[config.mk]
export PLATFORM = sky130hd
export DESIGN_NAME = sensor_conditioner
export DESIGN_NICKNAME = d
export VERILOG_FILES = /design/src/rtl/sensor_conditioner.sv
export SDC_FILE = /design/constraint.sdc
export NUM_CORES = 1
export LEC_CHECK = 0
export ABC_CLOCK_PERIOD_IN_PS = 2200
export BUFFER_PORTS_ARGS = -buffer_cell sky130_fd_sc_hd__clkbuf_2
export CAP_MARGIN = 40
export CORE_UTILIZATION = 61
export CTS_BUF_LIST = sky130_fd_sc_hd__clkbuf_16
export CTS_CLUSTER_DIAMETER = 120
export DETAILED_ROUTE_END_ITERATION = 8
export PLACE_DENSITY = 0.77
export SYNTH_ARGS = -nofsm -noshare
export SYNTH_HDL_FRONTEND = slang
export SYNTH_SLANG_ARGS = --single-unit
[constraint.sdc]
create_clock -name clk_50mhz -period 2.2 [get_ports clk_50mhz]
set_input_delay 0.11 -clock clk_50mhz [delete_from_list [all_inputs] [get_ports clk_50mhz]]
set_output_delay 0.11 -clock clk_50mhz [all_outputs]
set_load 0.01 [all_outputs]
[src/rtl/sensor_conditioner.sv]
// Front-end conditioner for the three field sensors: two-flop synchronisers,
// tick-sampled persistence filters, and a capture snapshot for downstream logic.
module sensor_conditioner #(
  parameter int SAMPLE_DIV   = 50000,
  parameter int STABLE_COUNT = 8
) (
  input  logic       clk_50mhz,
  input  logic       rst,
  input  logic       soil_humidity_i,
  input  logic       air_humidity_i,
  input  logic       temperature_i,
  input  logic       capture_i,
  output logic       soil_f,
  output logic       air_f,
  output logic       temp_f,
  output logic [2:0] snap,
  output logic       snap_valid,
  output logic       ready,
  output logic       change_pulse
);

  localparam int PW = (SAMPLE_DIV > 1) ? $clog2(SAMPLE_DIV) : 1;
  localparam logic [PW-1:0] PRESC_LAST = PW'(SAMPLE_DIV - 1);
  localparam logic [7:0]    STABLE_M1  = 8'(STABLE_COUNT - 1);

  typedef enum logic {ST_SETTLE, ST_RUN} state_t;

  state_t          r_state, w_state_next;
  logic [2:0]      r_sync1, r_sync2;
  logic [2:0]      r_filt, r_snap;
  logic [PW-1:0]   r_presc;
  logic [7:0]      r_settle;
  logic [2:0][7:0] r_cnt;
  logic            r_snap_valid, r_change;
  logic            w_tick, w_settle_done;
  logic [2:0]      w_upd;

  assign w_tick        = (r_presc == PRESC_LAST);
  assign w_settle_done = (r_state == ST_SETTLE) && w_tick && (r_settle == STABLE_M1);

  // A channel flips when this tick would be its STABLE_COUNT-th disagreement.
  always_comb begin
    // NOTE: every always_comb target gets a default first so no latch is inferred.
    w_upd = '0;
    for (int i = 0; i < 3; i++) begin
      w_upd[i] = (r_state == ST_RUN) && w_tick && (r_sync2[i] != r_filt[i]) &&
                 (r_cnt[i] == STABLE_M1);
    end
  end

  always_comb begin
    w_state_next = r_state;
    if (w_settle_done) w_state_next = ST_RUN;
  end

  always_ff @(posedge clk_50mhz or posedge rst) begin
    if (rst) r_state <= ST_SETTLE;
    else     r_state <= w_state_next;
  end

  always_ff @(posedge clk_50mhz or posedge rst) begin
    if (rst) begin
      r_sync1      <= '0;
      r_sync2      <= '0;
      r_filt       <= '0;
      r_snap       <= '0;
      r_presc      <= '0;
      r_settle     <= '0;
      r_cnt        <= '0;
      r_snap_valid <= 1'b0;
      r_change     <= 1'b0;
    end else begin
      // NOTE: sequential state uses non-blocking assignments so every flop
      // samples pre-edge values regardless of statement order.
      r_sync1  <= {temperature_i, air_humidity_i, soil_humidity_i};
      r_sync2  <= r_sync1;
      r_presc  <= w_tick ? '0 : r_presc + 1'b1;
      r_change <= |w_upd;

      if (r_state == ST_SETTLE) begin
        if (w_tick) r_settle <= r_settle + 8'd1;
        if (w_settle_done) begin
          r_filt <= r_sync2;
          r_cnt  <= '0;
        end
      end else if (w_tick) begin
        for (int i = 0; i < 3; i++) begin
          if (r_sync2[i] == r_filt[i]) begin
            r_cnt[i] <= '0;
          end else if (w_upd[i]) begin
            r_filt[i] <= r_sync2[i];
            r_cnt[i]  <= '0;
          end else begin
            r_cnt[i] <= r_cnt[i] + 8'd1;
          end
        end
      end

      // Snapshot takes the pre-update filtered value even on a flip cycle.
      if (capture_i && (r_state == ST_RUN)) begin
        r_snap       <= r_filt;
        r_snap_valid <= 1'b1;
      end
    end
  end

  assign soil_f       = r_filt[0];
  assign air_f        = r_filt[1];
  assign temp_f       = r_filt[2];
  assign snap         = r_snap;
  assign snap_valid   = r_snap_valid;
  assign ready        = (r_state == ST_RUN);
  assign change_pulse = r_change;

endmodule

== Yosys cells after proc, flatten, opt, wreduce, memory -nomap -nowiden ==
Cells that the tools add are included.

* Add/sub/neg operators: 5
* Equal/unequal tests: 18
* Mux-type cells: 19
* Bitwise logic cells: 1
* Reduce and logical (&&, ||, !) cells: 17

{| class="wikitable"
|+ Operator list
! kind !! number
|-
| 24-bit two-way mux || 3
|-
| 8-bit two-way mux || 6
|-
| 8-bit by 1-bit adder with 8-bit output (second input constant) || 4
|-
| 8-bit by 3-bit == test with 1-bit output (second input constant) || 4
|-
| 16-bit by 1-bit adder with 16-bit output (second input constant) || 1
|-
| 16-bit == test (second input constant) || 1
|-
| 16-bit two-way mux || 1
|-
| 4-bit AND reduction || 3
|-
| 1-bit logical AND || 10
|-
| 3-bit two-way mux || 3
|-
| 2-bit by 1-bit inequality test with 1-bit output (second input constant) || 4
|-
| 1-bit two-way mux || 6
|-
| 2-bit inequality test (second input constant) || 3
|-
| 2-bit AND reduction || 2
|-
| 1-bit == test || 3
|-
| 1-bit inequality test || 3
|-
| 3-bit OR reduction || 1
|-
| 2-bit nonzero test || 1
|-
| 1-bit NOT || 1
|}

* Register bits after elaboration: 63
* Bits of input ports: 6
* Output and inout bits: 9
* Logic and storage cells: 74

== Longest topological paths before layout ==
Gate-level depths: netlist (run 1).

* Word-level depth: 8
* Gate-level depth with buffers: 7

== Least setup slack after synthesis (run 1) ==
No wires, ideal clock.

* Path type: reg-to-reg
* Start point: reg r_settle[3]
* End point: reg r_filt[0]
* Arrival: 1824 ps
* Required time: 2073 ps
* Slack: 249 ps
* Cell stages (with the launch flop): 5
* Buffers on the path: 0
* Cell sequence: dfrtp_1 or4_4 or4_4 a21oi_2 mux2_1

* Word-level cells in the longest chain between the ends: 4

{| class="wikitable"
|+ Ends and longest elaborated chain
! item !! line !! text
|-
| start: declaration || 32 || <nowiki>logic [7:0] r_settle;</nowiki>
|-
| start signal: assignment || 81 || <nowiki>if (w_tick) r_settle <= r_settle + 8'd1;</nowiki>
|-
| 8-bit by 3-bit == test with 1-bit output || 39 || <nowiki>assign w_settle_done = (r_state == ST_SETTLE) && w_tick && (r_settle == STABLE_M1);</nowiki>
|-
| 1-bit logical AND || 39 ||
|-
| 2-bit nonzero test (no source line) || n/a ||
|-
| 4-bit AND reduction (no source line) || n/a ||
|-
| end signal: assignment || 83 || <nowiki>r_filt <= r_sync2;</nowiki>
|-
| end signal: indexed assignment || 91 || <nowiki>r_filt[i] <= r_sync2[i];</nowiki>
|-
| end: declaration || 30 || <nowiki>logic [2:0] r_filt, r_snap;</nowiki>
|}

No other way between the ends.
A chain may end at the register's enable or synchronous reset.

== Worst setup path after layout (run 1) ==
* Start point: reg r_settle[3]
* End point: reg r_cnt[15] in the netlist's numbering

* Word-level cells in the longest chain between the ends: 4

{| class="wikitable"
|+ Ends and longest elaborated chain
! item !! line !! text
|-
| 8-bit by 3-bit == test with 1-bit output || 39 ||
|-
| 1-bit logical AND || 39 ||
|-
| 2-bit nonzero test (no source line) || n/a ||
|-
| 2-bit AND reduction (no source line) || n/a ||
|-
| end signal: indexed assignment || 94 || <nowiki>r_cnt[i] <= r_cnt[i] + 8'd1;</nowiki>
|-
| end: declaration || 33 || <nowiki>logic [2:0][7:0] r_cnt;</nowiki>
|}

No other way between the ends.

==> results.py, run 1 <==
metrics = {
    "yosys": {
        "synth.distinct_cells": 50,
        "synth_area_leaders": "dfrtp_1 50%, xor2_1 4.5%, nand3_1 4.0%, o21ai_0 3.0%, nand2_1 2.5%",
        "synthArstFlopShare_pct": 100,
        "yosysWarnings": 0,
        "netlist_instances": 301,
        "synth_top_area_share_pct": 50.5,
        "ys_seq_elements": 63,
        "ys_seq_area_share_pct": 50.5,
        "post-synth-top-count-cell": "dfrtp_1",
        "syn_area_sq_um": 3120,
        "syn_nets": 312,
        "synth_flop_cell": "dfrtp_1",
        "synth_top_area_cell": "dfrtp_1",
        "syn_avg_cell_area_sq_um": 10.4,
        "synth_commonest_cells": "63 x dfrtp_1, 25 x nand3_1, 21 x nand2_1",
        "synth_edf_count": 0,
    },
    "setup_path": {
        "path_depth": 4,
        "end_kind": "flop",
        "r2r-start": "r_settle[3]",
        "startpoint": "r_settle[3]",
        "crit_path_max_fanout": 16,
        "endpoint": "r_cnt[15]",
        "crit_buf_inv": 0,
        "slowest_delay_ns": 0.55,
        "cpMaxStageDelayCell": "or4_4",
        "crit_chain": "or4_4, o31a_1, o31ai_1, a32o_1",
        "worstSetupStartpointType": "flop",
        "path_class": "reg2reg",
        "rr_endpoint": "r_cnt[15]",
        "rr_worst_depth": 4,
        "arrival_ns": 2.30,
        "critPathRequiredTime_ns": 2.46,
        "rrSetupSlack_ns": 0.16,
        "critPathTopFamily": "compound AO/OA/AOI/OAI gates",
    },
    "timing": {
        "worst_slack_ns": 0.159,
        "slew_headroom_pct": 59.0,
        "min_period_ns": 2.04,
        "tightest_slew_ns": 0.614,
        "fin_crit_sh_pct": 92.8,
        "setup_violations": 0,
        "slew_viol_final": 0,
        "fmax_ghz": 0.490,
        "finClkSkew_ns": 0.00518,
        "setup_total_negative_slack_ns": 0,
        "rsz0062_at_grt": "false",
        "finalHoldViolCount": 0,
    },
    "global_routing": {
        "first_global_vias": 2438,
        "grt-ovfl-total": 0,
        "grt_first_pass_wirelength_um": 11600,
        "grt_usage_pct": 28.5,
        "antenna_found_initial": 0,
        "grt_max_degree": 36,
    },
    "clock_network": {
        "clk_latency_ns": 0.32,
        "cts_tree": "yes",
        "numCtsBuffers": 9,
        "clockBufferDepth": 2,
        "clkTransAtPathRegs_ns": 0.05,
        "clock-sinks": 63,
        "clockRootBuffer": "clkbuf_16",
        "cts-htree-levels": 3,
    },
    "pwr": {
        "powerDensity_nw_per_um2": 664,
        "swShare_pct": 20.9,
        "p_sw_mw": 0.507,
        "pwr-share-clk_pct": 50.2,
        "combPwrFrac_pct": 1.6,
        "p_int_mw": 1.92,
        "p_leak_nw": 1.63,
        "seqPwrFrac_pct": 48.2,
        "ir_drop_v": 0.000598,
    },
    "detailed_routing": {
        "ant_nets": 0,
        "vias": 2480,
        "first_pass_iters": 4,
        "wl_per_cell_um": 15.7,
        "viasPerCell": 6.12,
        "remaining_drc_errors": 0,
        "wl_um": 6350,
        "drtIter0Drc": 152,
    },
    "die": {
        "dieWidth_um": 73.6,
        "start_util_pct": 64.9,
        "core-area_sq_um": 4820,
        "dieArea_sq_um": 5410,
        "rows": 25,
        "io_pins": 15,
        "fp.dieH_um": 73.6,
    },
    "cells_and_area": {
        "final_area_sq_um": 3650,
        "utilization_pct": 75.9,
        "register_area_sq_um": 1580,
        "fill_cells": 351,
        "syn2layout_area_growth_pct": 17.0,
        "antenna_cells": 0,
        "layout-drive-gt1-share_pct": 16.6,
        "multi_input_area_sq_um": 1480,
        "final_nets": 344,
    },
    "placed_design": {
        "pre_cts_ws_ns": 0.176,
        "gp_congestion": 0.778,
        "dp_hpwl_um": 4300,
        "placed_cell_area_sq_um": 3350,
        "portBuffers": 14,
    },
    "job": {
        "cap_violations": 0,
    },
    "run_status": {
        "outcome": "finished clean",
    },
    "worst_hold_path": {
        "hp-class": "in2reg",
    },
}
[tightest hold or removal path, stage by stage]
cell and delay [ns]:
clkbuf_2 0.08, nand2_1 0.12, nand2b_1 0.10
[cells in the final DEF (no fill, tap or decap), types with 3 or more instances in the layout]
cell type	n
dfrtp_1	63
nand3_1	25
nand2_1	21
o21ai_0	19
nor2_1	16
xor2_1	16
clkbuf_2	14
buf_4	11
nor3_1	10
clkbuf_16	9
inv_1	8
xnor2_1	8
a31oi_1	8
nand4_1	8
o211ai_1	7
or3_1	6
nor4_1	6
and3_1	5
ha_1	5
mux2_2	4
nand3b_1	4
and2_1	4
dlygate4sd3_1	4
nor4bb_1	3
a21oi_2	3
mux2_1	3
a32o_1	3
or2_2	3
o31ai_1	3
[power by group through the flow]
stage               sequential, mW  combinational (mW)  clock [mW]
finish                        1.17              0.0395        1.22
global route                  1.17              0.0466        1.29
CTS                           1.17              0.0410        1.23
detailed placement            1.19              0.0354           0
global placement              1.19              0.0352           0
floorplan                     1.19              0.0201           0
[metrics by stage]
step	power, mW	hold slack [ns]	cells
2_1_floorplan	1.21	0.141	301
3_3_place_gp	1.22	0.199	385
3_5_place_dp	1.22	0.197	385
4_1_cts	2.44	0.132	405
5_1_grt	2.50	0.171	405
6_report	2.43	0.125	405
[sequential cells by signal, indices dropped and copies added (netlist names)]
register and count:
r_cnt 24, r_presc 16, r_settle 8, r_filt 3
r_sync1 3, r_sync2 3, snap 3, change_pulse 1
ready 1, snap_valid 1
[worst min path at each step]
stage / slack (ns) / to / start / cells past startpoint
2_1_floorplan: 0.14 / r_sync1[0] / soil_humidity_i / 0
3_3_place_gp: 0.20 / snap_valid / rst / 2
3_5_place_dp: 0.20 / snap_valid / rst / 2
4_1_cts: 0.13 / snap_valid / capture_i / 3
5_1_grt: 0.17 / snap_valid / capture_i / 3
6_report: 0.12 / snap_valid / capture_i / 3
[logic make-up (layout without fill, tap and decap cells)]
kind of cell / count (synthesis) / count (layout) / synth area share, %
adders and majority gates: 5 / 5 / 2.00
buffers and inverters: 17 / 54 / 2.40
AOI/OAI and AO/OA: 60 / 60 / 13.5
and+or+nand+nor: 124 / 124 / 22.1
xor gates and xnor gates: 24 / 24 / 6.73
DFF: 63 / 63 / 50.5
muxes: 8 / 8 / 2.84
[metal layers]
layer | global-route usage (%) | part of all wire [%] | up-vias
met3 | 9.47 | 4.7 | 10
met5 | 0 | 0 | -
met4 | 7.69 | 1.5 | 0
li1 | - | - | 1185
met1 | 38.8 | 47 | 1219
met2 | 44.0 | 47 | 66
[area by class of cell]
class / count / share of cell area [%]
Tap cell: 67 / 2.29
Clock inverter: 7 / 0.890
Sequential cell: 63 / 43.1
Multi-Input combinational cell: 221 / 40.4
Inverter: 7 / 0.719
Timing Repair Buffer: 31 / 6.37
Clock buffer: 9 / 6.16
[repair_timing]
item	in CTS	in global routing
endpoints found under the setup margin	0	1
hold buffers	4	0
hold endpoints to repair	31	0
buffers inserted	0	0
resized for setup	0	1
(Power assumes the default switching activity.)
==> run 2, diff against run 1 <==
--- a/config.mk
+++ b/config.mk
@@ -8,11 +8,13 @@
 export ABC_CLOCK_PERIOD_IN_PS = 2200
 export BUFFER_PORTS_ARGS = -buffer_cell sky130_fd_sc_hd__clkbuf_2
 export CAP_MARGIN = 40
-export CORE_UTILIZATION = 61
+export CELL_PAD_IN_SITES_DETAIL_PLACEMENT = 0
+export CELL_PAD_IN_SITES_GLOBAL_PLACEMENT = 1
+export CORE_UTILIZATION = 48
 export CTS_BUF_LIST = sky130_fd_sc_hd__clkbuf_16
 export CTS_CLUSTER_DIAMETER = 120
 export DETAILED_ROUTE_END_ITERATION = 8
-export PLACE_DENSITY = 0.77
+export PLACE_DENSITY = 0.76
 export SYNTH_ARGS = -nofsm -noshare
 export SYNTH_HDL_FRONTEND = slang
 export SYNTH_SLANG_ARGS = --single-unit
==> run 2 against run 1 <==
Count of clock-buffer cells in the layout is the same. Non-clock buffer count increased by 2. Design area up 1.4%. Maximum frequency is 2.2% lower. Critical endpoint is now r_filt[1]. Largest power group unchanged.
==> results.py, run 2 (synthesis results as in run 1) <==
metrics = {
    "placed_design": {
        "placed_cell_area_sq_um": 3370,
        "dp_hpwl_um": 4520,
        "portBuffers": 14,
        "gp_congestion": 0.769,
    },
    "global_routing": {
        "grt-ovfl-total": 0,
        "grt.met3_usage_pct": 4.40,
        "use_met1_pct": 31.3,
        "grt_max_degree": 28,
        "first_global_vias": 2404,
        "busiest_layer": "met2",
        "antenna_found_initial": 0,
        "use_met2_pct": 34.2,
        "grt_usage_pct": 22.4,
        "grt_first_pass_wirelength_um": 11500,
    },
    "worst_hold_path": {
        "whs_path_depth": 3,
        "hp-class": "in2reg",
    },
    "clock_network": {
        "clk_latency_ns": 0.32,
        "cts-htree-levels": 3,
        "clock-sinks": 63,
        "numCtsBuffers": 9,
        "clockBufferDepth": 2,
        "clkTransAtPathRegs_ns": 0.06,
        "clockRootBuffer": "clkbuf_16",
        "cts_tree": "yes",
    },
    "cells_and_area": {
        "final_nets": 346,
        "mostFrequentLayoutCells": "63 x dfrtp_1, 25 x nand3_1, 21 x nand2_1, 19 x o21ai_0",
        "largest_reg_flops": 24,
        "final_common_cell": "dfrtp_1",
        "top_register": "r_cnt",
        "reg.largest.list": "r_cnt (24), r_presc (16), r_settle (8)",
        "final_area_sq_um": 3710,
        "layout-drive-gt1-share_pct": 17.6,
        "antenna_cells": 0,
        "syn2layout_area_growth_pct": 18.6,
        "fill_cells": 539,
    },
    "setup_path": {
        "critPathRequiredTime_ns": 2.40,
        "crit_chain": "or4_1, or4_1, a21oi_2, mux2_1",
        "crit_top_cell": "or4_1",
        "path_class": "reg2reg",
        "end_kind": "flop",
        "crit_path_max_fanout": 7,
        "cpMaxStageDelayCell": "or4_1",
        "rr_worst_depth": 4,
        "worstSetupStartpointType": "flop",
        "arrival_ns": 2.29,
        "slowest_delay_ns": 0.57,
    },
    "detailed_routing": {
        "ant_nets": 0,
        "wl_per_cell_um": 15.8,
        "viasPerCell": 5.87,
        "first_pass_iters": 4,
        "drtIter0Drc": 169,
        "vias": 2449,
        "wl_um": 6590,
        "remaining_drc_errors": 0,
    },
    "timing": {
        "setup_violations": 0,
        "fin_crit_sh_pct": 94.9,
        "slew_headroom_pct": 59.3,
        "rsz0062_at_grt": "false",
        "fmax_ghz": 0.479,
        "tightest_slew_ns": 0.610,
        "slew_viol_final": 0,
        "min_period_ns": 2.09,
        "setup_total_negative_slack_ns": 0,
        "finalHoldViolCount": 0,
        "finClkSkew_ns": 0.00776,
    },
    "run_status": {
        "outcome": "finished clean",
    },
    "job": {
        "cap_violations": 0,
    },
    "die": {
        "rows": 29,
        "core-area_sq_um": 6310,
        "dieArea_sq_um": 6840,
        "start_util_pct": 49.5,
        "dieWidth_um": 82.7,
        "io_pins": 15,
        "fp.dieH_um": 82.7,
    },
    "pwr": {
        "ir_drop_v": 0.000629,
        "p_leak_nw": 1.63,
        "powerDensity_nw_per_um2": 704,
    },
}
run 2: worst max-delay path: cells and delay by family, from the launching register on:
family             cells  cell delay, ns
AOI/OAI and AO/OA      1            0.17
DFF                    1            0.44
muxes                  1            0.33
and+or+nand+nor        2            1.03
run 2: report_power, final:
group | switching [mW] | internal (mW)
combinational | 0.0281 | 0.0117
sequential | 0.00275 | 1.16
clock | 0.524 | 0.876
total | 0.555 | 2.05
run 2: final timing paths:
check                                start         end  slack [ns]
worst min-delay path             capture_i  snap_valid        0.12
worst min register to register  r_sync1[2]  r_sync2[2]        0.35
max in group asynchronous              rst  r_presc[4]        1.09
min in group asynchronous              rst  snap_valid        0.38
worst max-delay path             r_cnt[12]   r_filt[1]        0.11
worst max register to register   r_cnt[12]   r_filt[1]        0.11
run 2: cell type report:
class	instances	area [sq um]	area share (%)
repair buffers	33	235	6.35
clock buffers	9	225	6.08
flip-flops and latches	63	1580	42.5
well taps	77	96.3	2.60
inverters	7	26.3	0.709
clock inverters	7	73.8	1.99
multi-input cells	221	1470	39.7
run 2: layer usage:
metal | part of all wire (%) | up-vias
met5 | 0 | -
met4 | 1.5 | 0
met3 | 2.8 | 10
met2 | 45 | 46
met1 | 50 | 1189
li1 | - | 1204
run 2: repair_timing:
item,in CTS,in global routing
hold buffers,4,0
gates resized for setup,0,0
hold endpoints to repair,28,0
setup buffers,0,0
run 2: metrics by stage:
stage	hold slack (ns)	setup WS [ns]	util (%)	cells	power [mW]
4_1_cts	0.110	0.112	58.7	417	2.63
2_1_floorplan	0.141	0.249	-	301	1.21
6_report	0.117	0.113	58.7	417	2.61
5_1_grt	0.168	0.0489	58.7	417	2.69
3_5_place_dp	0.186	0.123	53.3	397	1.22
3_3_place_gp	0.183	0.176	53.3	397	1.22
